## src/rtl/reg_bank.sv

```systemverilog
// rtl/reg_bank.sv - dual-read-port register bank with self-clearing sequence
// Optional feature: define REG_BANK_BYPASS_EN to forward same-cycle write data to the read ports.
module reg_bank #(
    parameter int DATA_W = 8,
    parameter int ADDR_W = 4
) (
    input  logic              clk,
    input  logic              clb,
    input  logic              load_reg,
    input  logic [ADDR_W-1:0] wr_addr,
    input  logic [DATA_W-1:0] wr_data,
    input  logic              clr_req,
    input  logic [ADDR_W-1:0] rd_addr_a,
    output logic [DATA_W-1:0] rd_data_a,
    input  logic [ADDR_W-1:0] rd_addr_b,
    output logic [DATA_W-1:0] rd_data_b,
    output logic              busy
);

    localparam int DEPTH = 2 ** ADDR_W;

    typedef enum logic {
        S_CLEAR = 1'b0,
        S_IDLE  = 1'b1
    } state_t;

    state_t            r_state;
    logic [ADDR_W-1:0] r_clr_cnt;
    logic              r_busy;
    logic [DATA_W-1:0] r_rd_a;
    logic [DATA_W-1:0] r_rd_b;
    logic [DATA_W-1:0] r_mem [DEPTH];

    logic              w_we;
    logic [ADDR_W-1:0] w_waddr;
    logic [DATA_W-1:0] w_wdata;
    logic              w_fwd_a;
    logic              w_fwd_b;
    logic [DATA_W-1:0] w_nxt_a;
    logic [DATA_W-1:0] w_nxt_b;

    // Clear/idle sequencer; the clear walks every address once and the wrap of the counter ends it
    always_ff @(posedge clk or posedge clb) begin
        if (clb) begin
            r_state   <= S_CLEAR;
            r_clr_cnt <= '0;
            r_busy    <= 1'b1;
        end else begin
            case (r_state)
                S_CLEAR: begin
                    r_clr_cnt <= r_clr_cnt + ADDR_W'(1);
                    if (&r_clr_cnt) begin
                        r_state <= S_IDLE;
                        r_busy  <= 1'b0;
                    end
                end
                default: begin
                    if (clr_req) begin
                        r_state   <= S_CLEAR;
                        r_clr_cnt <= '0;
                        r_busy    <= 1'b1;
                    end
                end
            endcase
        end
    end

    // Single write port: the clear sequence owns it while clearing, the accumulator otherwise
    always_comb begin
        w_we    = 1'b0;
        w_waddr = wr_addr;
        w_wdata = wr_data;
        if (r_state == S_CLEAR) begin
            w_we    = 1'b1;
            w_waddr = r_clr_cnt;
            w_wdata = '0;
        end else begin
            w_we    = load_reg;
        end
    end

    // Storage array has no reset; the clear sequence is what zeroes it
    always_ff @(posedge clk) begin
        if (w_we) begin
            r_mem[w_waddr] <= w_wdata;
        end
    end

    // Read data selection, with optional forwarding of a colliding idle write
    always_comb begin
        w_fwd_a = 1'b0;
        w_fwd_b = 1'b0;
`ifdef REG_BANK_BYPASS_EN
        w_fwd_a = (r_state == S_IDLE) && load_reg && (rd_addr_a == wr_addr);
        w_fwd_b = (r_state == S_IDLE) && load_reg && (rd_addr_b == wr_addr);
`else
        w_fwd_a = 1'b0;
        w_fwd_b = 1'b0;
`endif
        w_nxt_a = w_fwd_a ? wr_data : r_mem[rd_addr_a];
        w_nxt_b = w_fwd_b ? wr_data : r_mem[rd_addr_b];
    end

    // Registered read ports; forced to zero while the bank is being cleared
    always_ff @(posedge clk or posedge clb) begin
        if (clb) begin
            r_rd_a <= '0;
            r_rd_b <= '0;
        end else if (r_state == S_CLEAR) begin
            r_rd_a <= '0;
            r_rd_b <= '0;
        end else begin
            r_rd_a <= w_nxt_a;
            r_rd_b <= w_nxt_b;
        end
    end

    assign rd_data_a = r_rd_a;
    assign rd_data_b = r_rd_b;
    assign busy      = r_busy;

endmodule

```

## config.mk

```make
export PLATFORM = sky130hd
export DESIGN_NAME = reg_bank
export DESIGN_NICKNAME = d
export VERILOG_FILES = /design/src/rtl/reg_bank.sv
export SDC_FILE = /design/constraint.sdc
export NUM_CORES = 1
export LEC_CHECK = 0
export ABC_AREA = 1
export CORE_UTILIZATION = 50
export CTS_CLUSTER_SIZE = 25
export DETAILED_ROUTE_END_ITERATION = 8
export GPL_TIMING_DRIVEN = 0
export PLACE_DENSITY_LB_ADDON = 0.3
export RECOVER_POWER = 50
export SYNTH_ARGS = -nofsm -noshare
export SYNTH_HDL_FRONTEND = slang
export SYNTH_SLANG_ARGS = --single-unit
```

## constraint.sdc

```tcl
create_clock -name clk -period 1.9 [get_ports clk]
set_input_delay 0.38 -clock clk [delete_from_list [all_inputs] [get_ports clk]]
set_output_delay 0.38 -clock clk [all_outputs]
set_load 0.05 [all_outputs]
```

==> results of run 1 <==
==> worst max-delay path by stage <==
stage / from / to / slack (ns) / depth (start not counted)
3_3_place_gp: wr_addr[0] / r_mem[2][0] / -0.64 / 6
6_report: r_state / r_mem[3][6] / 0.02 / 7
3_5_place_dp: wr_addr[1] / r_mem[2][7] / -0.67 / 6
2_1_floorplan: r_state / r_mem[3][0] / 0.0006 / 6
5_1_grt: r_state / r_mem[3][0] / -0.1 / 7
4_1_cts: r_state / r_mem[5][0] / -0.26 / 6
==> sequential cells by signal, indices dropped and copies added, names as in the netlist <==
register and flops:
r_mem 128, rd_data_a 8, rd_data_b 8, r_clr_cnt 4, busy 1, r_state 1
==> synth_stat cells (all sizes together) <==
master,n,area (um2)
clkbuf,5,18.8
or2,2,15.0
nand2,275,1030
o22ai,1,6.26
nand4,1,6.26
nor2,17,63.8
a21oi,17,88.8
edfxtp,128,3840
nand3,230,1160
dfrtp,21,526
mux2i,1,10.0
xnor2,1,8.76
ha,1,12.5
inv,154,581
dfstp,1,26.3
buf,47,355
nor3,4,30.0
o21ai,4,31.3
==> cell type report <==
cell class | count | area, um2
Buffer | 52 | 374
Clock buffer | 17 | 425
Clock inverter | 15 | 161
Fill cell | 1265 | 5810
Inverter | 154 | 596
Multi-Input combinational cell | 554 | 2620
Sequential cell | 150 | 4400
Tap cell | 188 | 235
Timing Repair Buffer | 49 | 582
==> per-stage QoR <==
step | cells | total power [mW] | setup WS [ns] | TNS (ns) | cell area, um2
floorplan | 910 | 6.80 | 0.000556 | 0 | 7810
global placement | 1132 | 7.80 | -0.643 | -60.03 | 8390
detailed placement | 1132 | 7.86 | -0.674 | -61.46 | 8390
CTS | 1164 | 11.4 | -0.258 | -7.71 | 9060
global route | 1179 | 12.6 | -0.0963 | -1.94 | 9390
finish | 1179 | 12.1 | 0.0190 | 0 | 9390
==> per-layer routing <==
metal	vias to the layer above	wire length, um
met5	-	0
met4	0	1100
met3	88	3330
met2	531	11800
met1	3185	10200
li1	3074	-
==> repair_timing <==
| action | 4_1_cts | 5_1_grt |
|---|---|---|
| buffers inserted | 0 | 15 |
| pin swaps | 2 | 15 |
| gates cloned | 0 | 0 |
| setup endpoints to repair | 145 | 182 |
| gates resized for setup | 43 | 16 |
==> cell usage in the layout, fill, tap and decap left out, drive strengths merged, types with 6 or more instances in the layout <==
cell type / n
clkinv: 9
dlygate4sd2: 17
clkbuf: 22
inv: 151
clkdlybuf4s50: 16
buf: 62
dfrtp: 21
edfxtp: 128
a21oi: 17
nor2: 17
nand3: 230
nand2: 275
clkinvlp: 6
==> power groups by stage <==
stage / clock (mW) / combinational (mW) / sequential, mW
2_1_floorplan: 0 / 1.81 / 4.99
3_3_place_gp: 0 / 3.01 / 4.80
3_5_place_dp: 0 / 3.04 / 4.83
4_1_cts: 3.41 / 3.27 / 4.75
5_1_grt: 3.57 / 4.18 / 4.81
6_report: 3.42 / 3.95 / 4.75
==> worst reg2reg max path, stage by stage, from the launching register on <==
cell                      delay, ns
sky130_fd_sc_hd__dfrtp_1       0.37
sky130_fd_sc_hd__buf_6         0.15
sky130_fd_sc_hd__nand2_1       0.07
sky130_fd_sc_hd__o21ai_1       0.12
sky130_fd_sc_hd__inv_1         0.19
sky130_fd_sc_hd__nand2_1       0.28
sky130_fd_sc_hd__nor3_4        0.23
sky130_fd_sc_hd__buf_4         0.20
==> logic make-up after synthesis <==
logic type      count (synthesis)  synth area share
flops                         150             0.563
xor+xnor                        1           0.00112
buf+inv                       206             0.122
simple gates                  529             0.295
mux                             1           0.00128
fa+ha+maj                       1           0.00160
compound gates                 22            0.0162
==> results, run 1 <==
- The netlist area before placement is between 7000 and 8000 um2.
- 0 antenna diodes ended up in the layout.
- The maximum operating frequency is 532 MHz.
- For this design, the sink count on the clock tree is 150.
- The number of nets in the synthesized netlist is 935.
- Entering global routing, the biggest net connects 23 pins.
- The CTS buffer count is 17.
- For this block, the via count after detailed routing is approximately 7000.
- The count of nets left with antenna violations once routing finished came out at 0.
- During synthesis, Yosys emitted a total of 0 warnings.
- Synthesis inferred 150 register bits.
- The number of antenna violations at the first check in global routing is 0.
- The sequential fraction of design power is 0.392.
- In this run the critical register-to-register path is launched from r_state.
- The die is 127 um tall.
- The global-route layer with the greatest usage is met2.
- The layout overhead on the synthesized area is 20.1%.
- The global routing usage on met1 is 0.455.
- The internal cell power is 7.77 mW.
- For this run, the slowest stage of the critical path takes 0.37 ns.
- The pre-antenna-repair detailed-routing pass consisted of 7 iterations.
- The clock network latency to the later pin of the worst-skew pair is 0.45 ns.
- The kind of cell with the highest combined delay along the critical path is simple AND/OR/NAND/NOR gates.
- The total overflow left after global routing is 0.
- The sequential share of the synthesized area is 0.563.
- The per-cell routed wire length is 22.4 um.
- For this run, the total global-route usage over all layers was measured as 0.330.
- STA puts the critical path data arrival time at 2.03 ns.
- The nature of the critical path endpoint is a register.
- The leakage power is 4.29 nW.
- Counting every instance in the synthesized netlist gives 910.
- The number of I/O pins is roughly 40.
- The path type of the worst setup path is reg -> reg.
- Traced cell by cell, the critical path runs through buf_6 > nand2_1 > o21ai_1 > inv_1 > nand2_1 > nor3_4 > buf_4.
- In the final design database the tool counted 1003 nets.
- The critical path's slowest cell is sky130_fd_sc_hd__dfrtp_1.
- The hold violation count in the final report is 0.
- Along the worst path, the maximum fanout reaches 9.
- After detailed routing, the number of remaining DRC violations is 0.
- In this run the horizontal extent of the chip is approximately 130 um.
- The clock tree skew after final layout is 0.0103 ns.
- TritonCTS built the clock tree.
- The endpoint of the worst hold-timing path is rd_data_b[2].
- The number of different library cells used by synthesis comes to 30.
- Hold is met by 0.385 ns.
- The number of cell instances on the worst register-to-register path is 7.
- After clock tree synthesis, the flow added hold-fix buffers numbering 0.
- The net switching share of the total power is 0.359.
- For this design the ratio of total power to cell area is 1290 nW/um2.
- The initial core utilization is 0.514.
- The tree is rooted in a sky130_fd_sc_hd__clkbuf_16.
- The worst setup path is launched from a register.
- Across the run, the number of max-cap violations was 0.
- In this run the register-to-register setup slack is about 0.019 ns.
- The via count normalized by instance count is 5.83.
- The total setup violations reported at the end of the flow is 0.
- The number of max-slew violations in the final report is 0.
- The site row count is 45.
- The run finished with clean final reports.
- The minimum clock period after layout is 1.88 ns.
- In the global route stage, met3 resource usage came out at 0.0804.
- The first global-routing pass estimated 37.6 mm of wire.
- The most frequent cell on the critical path is sky130_fd_sc_hd__nand2_1.
- The final RePlAce weighted congestion is 0.995.
- After clock tree synthesis, the clock-pin slew on the worst setup and hold paths is 0.06 ns.
- Across the VDD grid, the largest voltage drop is 1.03 mV.
- The worst endpoint required time is 2.05 ns.
- Counting instances, the worst hold path has a depth of 4.
- The clock power share is 0.282.
- For the pin with the worst max-slew slack, the measured transition is ~1 ns.
- The worst hold path belongs to the class in -> reg.
- The worst register-to-register path ends at r_mem[3][6].
- The H-tree was split into 4 levels.
- The floorplan step defined a core boundary enclosing about 15000 um2.
- The share of layout cells above drive strength 1 is 0.132.
- The headroom to the max-slew limit is 0.338.
- The via count of the first global-routing pass was roughly 6000.
- No sink is reached through more buffers than the 2 on the longest clock path.
- In the global route stage, met2 resource usage came out at 0.487.
- The count of routing violations after the opening detailed-route iteration is 1100.
- The final wirelength is 26.4 mm.
- Setup repair after global routing could not meet its margin everywhere.
- Measured on the finished design, the core utilization comes to 0.618.
- The total half-perimeter wirelength after legalization and detailed placement is 17.6 mm.
- Dividing the final minimum period by the clock period gives 0.990.
- The die area is roughly 16000 um2.
- The net switching power is roughly 4.4 mW.
- Of the total power, combinational logic draws 0.325.
- The critical path contains buffers and inverters numbering 3 combined.
- Averaged over all synthesized cells, the footprint is 8.59 um2.
- The worst hold path startpoint is rd_addr_b[2].
- During placement, the flow inserted port buffers numbering 34.
No activity file was read; power rests on OpenSTA's default activity.
==> inputs of run 2 (changes only) <==
--- a/config.mk
+++ b/config.mk
@@ -6,11 +6,11 @@
 export NUM_CORES = 1
 export LEC_CHECK = 0
 export ABC_AREA = 1
-export CORE_UTILIZATION = 50
+export CORE_UTILIZATION = 55
 export CTS_CLUSTER_SIZE = 25
 export DETAILED_ROUTE_END_ITERATION = 8
 export GPL_TIMING_DRIVEN = 0
-export PLACE_DENSITY_LB_ADDON = 0.3
+export PLACE_DENSITY = 0.77
 export RECOVER_POWER = 50
 export SYNTH_ARGS = -nofsm -noshare
 export SYNTH_HDL_FRONTEND = slang
==> run 2 against run 1 <==
Net effect:
- final cell count fell by 1.2%
- worst setup slack improved by 0.0053 ns
- non-clock buffer count down 6
- count of clock-buffer cells in the layout unchanged
- sequential power barely moved
- via count decreased by 1.5%
- sequential cell count unchanged
- fmax grew 0.28%
- die area fell by 9.0%
- highest routed layer unchanged
==> results, run 2 (synthesized netlist as in run 1, its figures left out) <==
- The cell area reported after detailed placement is 8380 um2 (-0.12%).
- The flow ran to the end, and the final reports show no timing, DRC or antenna violations.
- The data arrival time of the worst path was 1.99 ns (-0.04 ns).
- Setup repair after global routing could not meet its margin everywhere.
- The maximum operating frequency is 533 MHz (+0.28%).
- The number of routed nets with antenna violations is 0 (unchanged).
- The vertical die dimension is 121 um (-4.6%).
- In this run the worst setup path begins at r_state.
- The count of hold buffers inserted by post-cts repair is 0 (unchanged).
- The die area is 14700 um2 (-9.0%).
- The final wirelength came to 25.4 mm (-3.8%).
- The number of buffers between clock root and the deepest sink is 2 (unchanged).
- The number of design rule violations left after detail routing came to 0 (unchanged).
- The count of fill cells added during filler insertion is 1131 (-11%).
- The minimum clock period after layout is 1.88 ns (-0.00533 ns).
- In the layout the commonest cells are 272 x sky130_fd_sc_hd__nand2_1, 226 x sky130_fd_sc_hd__nand3_1, 148 x sky130_fd_sc_hd__inv_1.
- The initial core utilization is 0.563 (+0.0489).
- The maximum level of the CTS H-tree is 4 (unchanged).
- The final core utilization came to 0.669 (+0.0517).
- The site row count is 43 (-4.4%).
- The number of flip-flops in the largest register came to 128 (unchanged).
- The largest individual stage delay along the critical path comes from the cell sky130_fd_sc_hd__dfrtp_1.
- The combined global-route utilization of all metal layers was 0.359 (+0.0289).
- The share of layout cells above drive strength 1 is 0.123 (-0.00935).
- The worst hold path begins at rd_addr_b[2].
- The most common cell after layout, fill and taps aside is sky130_fd_sc_hd__nand2_1.
- STA classifies the critical path startpoint as a register.
- The clock tree skew after final layout came to 0.00892 ns (-0.00135 ns).
- The wire length of the first global-routing pass was 36.8 mm (-2.1%).
- The via count normalized by instance count is 5.82 (-0.30%).
- The worst hold-check slack is 0.379 ns (-0.00659 ns).
- The final net count is 997 (-0.60%).
- The post-route fraction of the period consumed by the critical path is 0.987 (-0.00280).
- STA classifies the critical path endpoint as a register.
- The hold violation count in the final report came to 0 (unchanged).
- The per-cell routed wire length is 21.8 um (-2.7%).
- The detailed-router iteration count before antenna repair is 8 (+1).
- The area growth from synthesis to layout is 18.9%.
- The CTS buffer count is 17 (unchanged).
- The final instance area was 9290 um2 (-1.0%).
- The worst endpoint required time is 2.01 ns (-0.04 ns).
- The number of antenna violations at the first check in global routing is 0 (unchanged).
- The count of antenna diodes in the layout is 0 (unchanged).
- The via count of the first global-routing pass is 6105 (-0.082%).
- The number of I/O pins is 41 (unchanged).
- The count of routing violations after the opening detailed-route iteration is 1213 (+10%).
- The delay of the slowest cell on the worst path is 0.37 ns (about the same).
- The total global routing overflow came to 0 (unchanged).
- The worst supply voltage drop on vdd is 1.08 mV (+5.1%).
- The tree is rooted in a sky130_fd_sc_hd__clkbuf_16.
- The total setup violations reported at the end of the flow is 0 (unchanged).
- The max-cap violation count is 0 (unchanged).
- The routed via count was 6776 (-1.5%).
- Walking the worst path, the cells encountered are buf_6 > nor2_1 > a21oi_2 > inv_1 > nand3_2 > nor2_4.
- The width of the die is 121 um (-4.6%).
- The CTS tree is done.
- The number of buffers added on ports is 34 (unchanged).
- The total half-perimeter wirelength after legalization and detailed placement is 17.3 mm (-1.7%).
- The post-CTS clock slew at the launch and capture registers of the worst setup and hold paths is 0.07 ns (about the same).
- The clock network latency to the later pin of the worst-skew pair was 0.44 ns (about the same).
- The count of clock tree sinks was 150 (unchanged).
- The maximum fanout count along the critical path is 9 (unchanged).
- The floorplan core area is 13900 um2 (-8.7%).
- Grouping stages by cell kind, the critical path spends the most delay in simple AND/OR/NAND/NOR gates.
- The headroom to the max-slew limit is 0.367 (+0.0286).
- The final RePlAce weighted congestion is 1.00 (+0.63%).
- r_mem holds more flip-flops than any other register.
- The path class of the lowest-slack min-delay path is in -> reg.
- The worst setup path is of the reg -> reg kind.
- The leakage power is 4.28 nW (-0.14%).
- The number of max-slew violations in the final report is 0 (unchanged).
- The count of buffering cells on the critical path with inverters included was 2 (-1).
- The ratio of total power to cell area was 1290 nW/um2 (+0.15%).
- The pin slew with the least headroom to its limit was 0.949 ns (-0.0429 ns).
- The pin count of the biggest net entering global routing is 23 (unchanged).
- The worst register-to-register path begins at r_state.
==> run 2: changes by cell type in the layout (fill, tap and decap cells not counted), sizes merged <==
| cell | before | now |
|---|---|---|
| clkbuf | 22 | 26 |
| clkinv | 9 | 6 |
| clkdlybuf4s50 | 16 | 15 |
| inv | 151 | 157 |
| dlygate4sd3 | 1 | 2 |
| clkinvlp | 6 | 3 |
| buf | 62 | 52 |
==> run 2: where the power goes <==
group | internal, mW | switching (mW) | total [mW] | leakage, nW
registers | 4.54 | 0.209 | 4.75 | 1.49
logic | 1.09 | 2.68 | 3.77 | 2.50
clock network | 2.07 | 1.43 | 3.50 | 0.291
==> run 2: final timing paths <==
path | endpoint | slack, ns | cells after the start
worst min register to register | busy | 0.47 | 2
worst max register to register | r_mem[13][2] | 0.02 | 6
worst min-delay path | rd_data_b[0] | 0.38 | 4
max in group asynchronous | r_clr_cnt[2] | 0.72 | 2
worst max-delay path | r_mem[13][2] | 0.02 | 6
min in group asynchronous | rd_data_a[4] | 0.60 | 2
==> run 2: stage by stage <==
step	total power, mW	setup WS (ns)	cells	TNS, ns
after floorplan	6.80	0.000556	910	0
after global placement	7.78	-0.607	1124	-57.57
after detailed placement	7.86	-0.676	1124	-61.81
after CTS	11.5	-0.174	1156	-7.80
after global routing	12.5	-0.0696	1165	-2.00
final	12.0	0.0243	1165	0
==> run 2: routing by layer <==
metal	global-route usage	vias to the layer above	wire length (um)
met5	0	-	0
met4	0.159	0	1060
met3	0.0912	84	2910
met2	0.536	488	11600
met1	0.495	3139	9900
li1	-	3065	-
==> run 2: worst register-to-register path, stage by stage, from the launching register on <==
cell	delay, ns
sky130_fd_sc_hd__dfrtp_1	0.37
sky130_fd_sc_hd__buf_6	0.15
sky130_fd_sc_hd__nor2_1	0.19
sky130_fd_sc_hd__a21oi_2	0.08
sky130_fd_sc_hd__inv_1	0.16
sky130_fd_sc_hd__nand3_2	0.26
sky130_fd_sc_hd__nor2_4	0.35
==> run 2: area by class of cell <==
class	count	area, um2	share of cell area
flip-flops and latches	150	4400	0.473
repair buffers	43	499	0.0537
inverters	154	581	0.0625
clock buffers	17	425	0.0458
well taps	180	225	0.0242
multi-input cells	554	2620	0.282
clock inverters	15	179	0.0193
plain buffers	52	367	0.0395
==> run 2: timing repair <==
| action | CTS | global route |
|---|---|---|
| resized for setup | 41 | 14 |
| buffers inserted | 0 | 9 |
| pin swaps | 0 | 10 |
| endpoints found under the setup margin | 145 | 112 |
==> inputs of run 3 (changes only) <==
--- a/config.mk
+++ b/config.mk
@@ -10,7 +10,7 @@
 export CTS_CLUSTER_SIZE = 25
 export DETAILED_ROUTE_END_ITERATION = 8
 export GPL_TIMING_DRIVEN = 0
-export PLACE_DENSITY = 0.77
+export PLACE_DENSITY = 0.87
 export RECOVER_POWER = 50
 export SYNTH_ARGS = -nofsm -noshare
 export SYNTH_HDL_FRONTEND = slang
==> run 3 against run 2 <==
Net effect:
- the flow now finishes with violations (setup timing)
- critical path depth is the same
- total power grew 0.18%
- critical endpoint is now r_mem[4][2]
- sequential share of layout area shrank 0.38 points
- global-route usage shrank 0.23 points
- fmax shrank 2.0%
- hold slack gained 0.020 ns
- register-to-register slack lost 0.04 ns
- clock power is essentially flat
- count of clock-buffer cells in the layout grew 11
- routed wire length grew 0.31%
- sequential cell count is the same
- via count grew 3.4%
==> results, run 3 (synthesized netlist as in run 1, its figures left out) <==
- The initial core utilization is 0.563 (unchanged).
- The min-delay analysis places its worst path in the category in -> reg.
- The layout overhead on the synthesized area is 19.9%.
- For hold timing, the worst endpoint is rd_data_b[0].
- The final reports fail on setup timing.
- The kind of launch point of the worst setup path is a register.
- The worst slack at placement came to -0.717 ns (-0.0415 ns).
- Setup repair after global routing could not meet its margin everywhere.
- The count of clock tree sinks came to 150 (unchanged).
- The clock tree skew after final layout is 0.00970 ns (+0.000778 ns).
- The worst endpoint required time was 1.99 ns (-0.02 ns).
- The number of buffers added on ports came to 34 (unchanged).
- The final core utilization is 0.675 (+0.00541).
- The CTS tree is done.
- The per-cell routed wire length is 21.8 um (about the same).
- The total setup violations reported at the end of the flow is 16 (+16).
- The tree is rooted in a sky130_fd_sc_hd__clkbuf_16.
- The maximum fanout count along the critical path is 9 (unchanged).
- The vertical die dimension is 121 um (unchanged).
- The global routing met2 resource utilization is 0.557 (+0.0207).
- The detailed-router iteration count before antenna repair is 7 (-1).
- The number of design rule violations left after detail routing is 0 (unchanged).
- The hold path depth came to 4 (unchanged).
- The floorplan core area is 13900 um2 (unchanged).
- The number of I/O pins is 41 (unchanged).
- The pin slew with the least headroom to its limit is 0.939 ns (-0.0100 ns).
- The count of hold buffers inserted by post-cts repair is 0 (unchanged).
- r_mem holds more flip-flops than any other register.
- The post-route fraction of the period consumed by the critical path was 1.01 (+0.0198).
- The total half-perimeter wirelength after legalization and detailed placement came to 17.3 mm (-0.34%).
- The maximum level of the CTS H-tree came to 4 (unchanged).
- The final RePlAce weighted congestion came to 0.986 (-1.5%).
- The number of buffers between clock root and the deepest sink came to 2 (unchanged).
- The die area is 14700 um2 (unchanged).
- In this run the critical register-to-register path is captured at r_mem[4][2].
- The width of the die is 121 um (unchanged).
- The register-to-register path setup slack is -0.01 ns (-0.04 ns).
- The library cell used most frequently in the layout, excluding fill and tap cells, is sky130_fd_sc_hd__nand2_1.
- The count of fill cells added during filler insertion is 1067 (-5.7%).
- The global-route track usage on met3 came to 0.0888 (-0.00235).
- The combined flip-flop and latch cell area came to 4400 um2 (unchanged).
- The number of antenna violations at the first check in global routing was 0 (unchanged).
- The flow ran to the end, but the final reports show violations.
- The CTS buffer count is 17 (unchanged).
- The via count normalized by instance count is 5.99 (+3.0%).
- The site row count was 43 (unchanged).
- The area taken by multi-input logic gates came to 2600 um2 (-0.57%).
- The number of max-slew violations in the final report was 0 (unchanged).
- The maximum operating frequency was 523 MHz (-2.0%).
- The hold violation count in the final report is 0 (unchanged).
- The library cells used most frequently in the layout, excluding fill and tap cells, are 273 x sky130_fd_sc_hd__nand2_1, 227 x sky130_fd_sc_hd__nand3_1, 147 x sky130_fd_sc_hd__inv_1.
- The critical path is of the reg -> reg type.
- The worst setup path is captured at a register.
- The max-cap violation count was 0 (unchanged).
- The global routing stage identified its most utilized layer as met2.
- The via count of the first global-routing pass is 6403 (+4.9%).
- The wire length of the first global-routing pass is 36.8 mm (about the same).
- The global routing usage on met1 is 0.450 (-0.0453).
- The count of antenna diodes in the layout came to 0 (unchanged).
- The headroom to the max-slew limit is 0.373 (+0.00668).
- The count of routing violations after the opening detailed-route iteration is 1067 (-12%).
- The number of cell instances on the worst register-to-register path was 6 (unchanged).
- The number of routed nets with antenna violations is 0 (unchanged).
- The total global routing overflow came to 0 (unchanged).
- In this run the most critical hold path is launched from rd_addr_b[2].
- The pin count of the biggest net entering global routing is 23 (unchanged).
- The routed via count was 7004 (+3.4%).
- The leakage power was 4.32 nW (+0.84%).
- The final net count is 1001 (+0.40%).
- The number of flip-flops in the largest register is 128 (unchanged).
- The worst supply voltage drop on vdd is 0.974 mV (-9.7%).
- The post-CTS clock slew at the launch and capture registers of the worst setup and hold paths is 0.06 ns (about the same).
- The ratio of total power to cell area is 1290 nW/um2 (-0.62%).
- The clock network latency to the later pin of the worst-skew pair was 0.43 ns (about the same).
- The minimum clock period after layout was 1.91 ns (+0.0377 ns).
- The share of layout cells above drive strength 1 is 0.121 (-0.00151).
- The combined global-route utilization of all metal layers came to 0.357 (-0.00232).
- The launching instance or port of the critical path is r_state.
- The data arrival time of the worst path is 2.00 ns (about the same).
- The post-route worst setup slack was -0.0134 ns (-0.0377 ns).
- The final wirelength is 25.5 mm (+0.31%).
- The launch instance of the worst register-to-register path is r_state.
## run 3: what timing repair did
item,in CTS,in global routing
endpoints found under the setup margin,129,144
pin swaps,0,11
setup buffers,0,13
resized for setup,28,24
cloned,0,0
## run 3: per-layer routing
metal,wire (um),part of all wire,vias up
met4,1600,0.063,0
met1,9060,0.36,3260
li1,-,-,3070
met3,3070,0.12,120
met2,11800,0.46,554
met5,0,0,-
## run 3: worst max-delay path: stages (launching register included)
cell and delay [ns]:
sky130_fd_sc_hd__dfrtp_1 0.38, sky130_fd_sc_hd__buf_6 0.15, sky130_fd_sc_hd__inv_4 0.07, sky130_fd_sc_hd__nor2_2 0.08
sky130_fd_sc_hd__inv_1 0.18, sky130_fd_sc_hd__nand3_1 0.30, sky130_fd_sc_hd__nor2_4 0.41
## run 3: how the worst max path moves through the flow
| stage | end | slack, ns | cells past startpoint |
|---|---|---|---|
| after floorplan | r_mem[3][0] | 0.0006 | 6 |
| after global placement | r_mem[3][7] | -0.59 | 5 |
| after detailed placement | r_mem[3][1] | -0.72 | 5 |
| after CTS | r_mem[9][6] | -0.25 | 6 |
| after global routing | r_mem[4][1] | -0.06 | 6 |
| final | r_mem[4][2] | -0.01 | 6 |
## run 3: per-stage QoR
| step | total power [mW] | cells | TNS [ns] | hold slack [ns] | instance area (um2) |
|---|---|---|---|---|---|
| 3_5_place_dp | 7.80 | 1124 | -59.12 | 0.459 | 8380 |
| 4_1_cts | 11.3 | 1156 | -7.21 | 0.363 | 9020 |
| 6_report | 12.0 | 1169 | -0.147 | 0.399 | 9370 |
| 3_3_place_gp | 7.71 | 1124 | -54.10 | 0.459 | 8380 |
| 2_1_floorplan | 6.80 | 910 | 0 | 0.368 | 7810 |
| 5_1_grt | 12.5 | 1169 | -2.38 | 0.376 | 9370 |
## run 3: area by class of cell
cell class / instances / area share
clock buffers: 28 / 0.0645
inverters: 154 / 0.0624
multi-input cells: 554 / 0.278
plain buffers: 52 / 0.0399
flip-flops and latches: 150 / 0.469
clock inverters: 4 / 0.00254
repair buffers: 47 / 0.0592
well taps: 180 / 0.0240
## run 3: report_power, final
part	internal, mW	switching [mW]	total, mW
clock	2.17	1.31	3.48
combinational	1.13	2.67	3.80
sequential	4.54	0.211	4.75
total	7.85	4.19	12.0
